--- src/rtl/song_player.sv ---
// Song sequencer: walks the song ROM, plays each note period as a square wave for a
// fixed duration with a silent gap after it. Define SONG_PLAYER_LOOP_EN to repeat the song.
module song_player #(
    parameter int unsigned SONG_LEN    = 26,
    parameter int unsigned NOTE_CYCLES = 3000000,
    parameter int unsigned GAP_CYCLES  = 600000
) (
    input  logic        clk,
    input  logic        rst_n,
    input  logic        start,
    input  logic        stop,
    output logic [4:0]  rom_addr,
    input  logic [15:0] rom_note,
    output logic        speaker,
    output logic        busy,
    output logic        done
);

    localparam int unsigned DMAX = (NOTE_CYCLES > GAP_CYCLES) ? NOTE_CYCLES : GAP_CYCLES;
    localparam int unsigned DW   = $clog2(DMAX + 1);
    localparam logic [DW-1:0] NOTE_LAST = DW'(NOTE_CYCLES - 1);
    localparam logic [DW-1:0] GAP_LAST  = DW'((GAP_CYCLES > 0) ? GAP_CYCLES - 1 : 0);
    localparam logic [DW-1:0] DONE_INC  = DW'(1);
    localparam logic [4:0]    IDX_LAST  = 5'(SONG_LEN - 1);

    typedef enum logic [2:0] {IDLE, FETCH, LOAD, PLAY, GAP} state_t;

    state_t        state, state_n;
    logic [4:0]    idx, idx_n;
    logic [15:0]   note_reg, note_n;
    logic [15:0]   pcnt, pcnt_n, pcnt_wrap;
    logic [DW-1:0] dcnt, dcnt_n;
    logic          spk_n, done_n, seg_end;

    assign rom_addr  = idx;
    assign busy      = (state != IDLE);
    assign pcnt_wrap = (pcnt == note_reg - 16'd1) ? '0 : pcnt + 16'd1;
    // With no gap the end of PLAY doubles as the end of the note slot.
    assign seg_end   = ((state == GAP) && (dcnt == GAP_LAST)) ||
                       ((state == PLAY) && (dcnt == NOTE_LAST) && (GAP_CYCLES == 0));

    always_comb begin
        state_n = state;
        idx_n   = idx;
        note_n  = note_reg;
        pcnt_n  = pcnt;
        dcnt_n  = dcnt;
        spk_n   = 1'b0;
        done_n  = 1'b0;
        case (state)
            IDLE: begin
                if (start && !stop) begin
                    idx_n   = '0;
                    state_n = FETCH;
                end
            end
            FETCH: state_n = LOAD;
            LOAD: begin
                // Speaker is registered, so the first PLAY cycle's phase is decided here.
                note_n  = rom_note;
                pcnt_n  = '0;
                dcnt_n  = '0;
                spk_n   = (rom_note >= 16'd2);
                state_n = PLAY;
            end
            PLAY: begin
                if (dcnt == NOTE_LAST) begin
                    dcnt_n  = '0;
                    state_n = GAP;
                end else begin
                    dcnt_n = dcnt + DONE_INC;
                    if (note_reg >= 16'd2) begin
                        pcnt_n = pcnt_wrap;
                        spk_n  = (pcnt_wrap < {1'b0, note_reg[15:1]});
                    end else begin
                        pcnt_n = '0;
                    end
                end
            end
            GAP: dcnt_n = dcnt + DONE_INC;
            default: state_n = IDLE;
        endcase

        if (seg_end) begin
            dcnt_n = '0;
            if (idx != IDX_LAST) begin
                idx_n   = idx + 5'd1;
                state_n = FETCH;
            end else begin
                done_n = 1'b1;
`ifdef SONG_PLAYER_LOOP_EN
                idx_n   = '0;
                state_n = FETCH;
`else
                state_n = IDLE;
`endif
            end
        end

        if (stop && (state != IDLE)) begin
            state_n = IDLE;
            spk_n   = 1'b0;
            done_n  = 1'b0;
        end
    end

    always_ff @(posedge clk or negedge rst_n) begin
        if (!rst_n) begin
            state    <= IDLE;
            idx      <= '0;
            note_reg <= '0;
            pcnt     <= '0;
            dcnt     <= '0;
            speaker  <= 1'b0;
            done     <= 1'b0;
        end else begin
            state    <= state_n;
            idx      <= idx_n;
            note_reg <= note_n;
            pcnt     <= pcnt_n;
            dcnt     <= dcnt_n;
            speaker  <= spk_n;
            done     <= done_n;
        end
    end

endmodule

--- config.mk ---
export PLATFORM = sky130hd
export DESIGN_NAME = song_player
export DESIGN_NICKNAME = d
export VERILOG_FILES = /design/src/rtl/song_player.sv
export SDC_FILE = /design/constraint.sdc
export NUM_CORES = 1
export LEC_CHECK = 0
export BUFFER_PORTS_ARGS = -buffer_cell sky130_fd_sc_hd__buf_4
export CAP_MARGIN = 20
export CORE_MARGIN = 2
export CORE_UTILIZATION = 40
export DETAILED_ROUTE_END_ITERATION = 10
export GPL_TIMING_DRIVEN = 0
export PLACE_DENSITY = 0.64
export SYNTH_ARGS = -nofsm -noshare
export SYNTH_HDL_FRONTEND = slang
export SYNTH_SLANG_ARGS = --single-unit
--- constraint.sdc ---
create_clock -name clk -period 7.3 [get_ports clk]
set_input_delay 1.095 -clock clk [delete_from_list [all_inputs] [get_ports clk]]
set_output_delay 1.095 -clock clk [all_outputs]
set_load 0.005 [all_outputs]
==> run summary <==
pin slew with the least headroom to its limit -> 0.990 ns
asr flop ratio synth -> 100%
CTS hold repair buffers -> 0
max-cap viol count -> 0
most frequent cells after synthesis -> 64 x dfrtp_1, 51 x nand2_1, 50 x nor2_1
setup total negative slack -> 0 ns
Unique masters post-synth -> 60
hold path cells -> 1
most frequent CP cell -> ha_1
Die Footprint -> 11,500 um^2
hold slack -> 0.523 ns
Placer Congestion -> 0.910
Finished Layout Cells -> 665
Post-Synthesis Net Count -> 525
number of remaining DRC errors -> 0
initial drt markers -> 340
layout cell share with drive strength beyond 1 -> 12.7%
CTS root buf -> clkbuf_8
Post-Route WL -> 10,800 um
share of the synthesized area in the top cell type -> 37.4%
global-route usage over all layers -> 20.0%
first-pass GRT wire length -> 18,100 um
I/O Buffers -> 27
R2R cell count -> 17
design area -> 4870 um^2
cell row count -> 37
max reg flops -> 22
synth top area cells -> dfrtp_1 37%, ha_1 5.8%, xnor2_1 5.3%
number of global-route vias before repair -> 3,635
Overflow after GRT -> 0
hold crit path type -> register to register
cell area after synthesis -> 4280 um^2
number of flops mapped to enable cells by yosys -> 0
Final Cycle Share -> 65.7%
Vias/cell -> 5.59
CTS H-tree lvls -> 3
Core Area -> 10,400 um^2
minimum clock period -> 4.80 ns
average cell area after synthesis -> 8.83 um^2
f_max -> 0.208 GHz
final setup fails -> 0
Pwr per Cell Area -> 224 nW/um^2
VDD IR max -> 0.000121 V
delay of the slowest cell on the worst path -> 0.60 ns
Leak -> 0.00213 uW
most used flip-flop cell after synthesis -> dfrtp_1
startpoint types -> register
Placed Cells incl. Taps -> 648
Worst-Skew Late Latency -> 0.36 ns
register bit count reported by yosys -> 64
crit-path max FO -> 10
CTS Buf Count -> 9
initial core utilization -> 41.3%
RSZ-0062 raised after global routing -> no
fillers -> 1,021
DR vias -> 3,715
critical path type -> register to register
# nets final -> 564
Clock Tree Buf Depth -> 2
CTS tree -> built
cell accounting for the most synthesized area -> dfrtp_1
worst rel slew slack -> 33.4%
Core Util, Final -> 46.9%
Area growth syn-to-layout -> 13.6%
initial antenna violation count -> 0
Die H -> 107 um
crit end category -> register
I/O pins -> 28
die width -> 107 um
Clock Sinks -> 64
drt first pass iters -> 5
final hold vios -> 0
largest net degree at the start of global routing -> 65
Final Slew Violations -> 0
status -> finished clean
DP HPWL -> 8040 um
most frequent cell after synthesis -> dfrtp_1
Routed Antenna Nets -> 0
Synth Instances -> 485
register area share after synthesis -> 37.4%
Cell Area, Placed -> 4650 um^2
Crit path required time -> 7.56 ns
Cell Chain, Critical Path -> clkbuf_2 -> inv_1 -> ha_1 -> nor3b_2 -> nand4_1 -> xnor2_1 -> a2111o_1 -> a2111oi_4 -> buf_6 -> nor2_1 -> ha_1 -> a21o_1 -> a211o_1 -> o211ai_1 -> a21oi_1 -> or3_1 -> a221oi_1
clock-pin slew on the worst setup and hold paths -> 0.08 ns
Arr. time, crit path -> 5.05 ns
Post CTS Setup Buffer Count -> 0
cts repair resizes -> 0
wire per inst -> 16.2 um
ANT cells -> 0
Setup Skew -> 0.0143 ns
slowest cell on the critical path -> a2111oi_4
YS warnings -> 0
[layout by cell type, fill, tap and decap left out, types with 10 or more instances in the layout]
master    count
clkbuf_8     12
nand2_1      51
buf_4        28
xor2_1       26
nand3_1      29
o31ai_1      12
clkbuf_1     11
inv_1        22
nand4_1      10
ha_1         20
dfrtp_1      64
o21ai_0      32
xnor2_1      26
nor2_1       50
nor3_1       13
a21oi_1      10
[layer usage]
metal,vias up,share of wire [%],global-route usage [%]
li1,1819,-,-
met1,1762,48,28.3
met2,103,43,29.4
met3,31,5.5,4.60
met4,0,3.4,8.33
met5,-,0,0
[cell type report]
type                    count  area (um^2)  area share (%)
multi-input cells         382         2500            51.3
flip-flops and latches     64         1600            32.9
repair buffers             28          208            4.27
well taps                 136          170            3.50
clock buffers              11          151            3.11
plain buffers              17          101            2.08
inverters                  22         82.6            1.70
clock inverters             5         55.1            1.13
[final timing paths]
path	start	end	slack (ns)
min in group asynchronous	rst_n	pcnt[10]	0.84
worst min register to register	dcnt[0]	dcnt[0]	0.52
max in group asynchronous	rst_n	dcnt[17]	5.93
worst max-delay path	note_reg[0]	speaker	2.50
worst min-delay path	dcnt[0]	dcnt[0]	0.52
worst max register to register	note_reg[0]	speaker	2.50
[per-stage QoR]
| stage | power [uW] | setup slack (ns) |
|---|---|---|
| 2_1_floorplan | 675 | 3.16 |
| 6_report | 1090 | 2.50 |
| 5_1_grt | 1160 | 2.04 |
| 4_1_cts | 1100 | 2.54 |
| 3_3_place_gp | 758 | 2.57 |
| 3_5_place_dp | 765 | 2.59 |
[critical path: cells and delay by family (launching register included)]
| kind | cells | cell delay (ns) |
|---|---|---|
| XOR/XNOR | 1 | 0.18 |
| AND/OR/NAND/NOR | 4 | 1.09 |
| AO/OA/AOI/OAI | 7 | 1.99 |
| buffers and inverters | 3 | 0.52 |
| adder cells (fa/ha/maj) | 2 | 0.56 |
| flip-flops | 1 | 0.36 |
[power breakdown]
part	internal (uW)	switching, uW	total [uW]	leakage, uW
Clock	175	150	325	0.000101
Combinational	131	192	323	0.00116
Sequential	393	51.4	444	0.000863
Total	699	393	1090	0.00213
[kinds of logic after synthesis]
family | synth area share [%]
mux | 0.701
flops | 37.4
compound gates | 15.0
buf+inv | 4.30
simple gates | 26.1
xor+xnor | 10.6
fa+ha+maj | 5.84
Note: power is estimated with default switching activity, not from simulation.
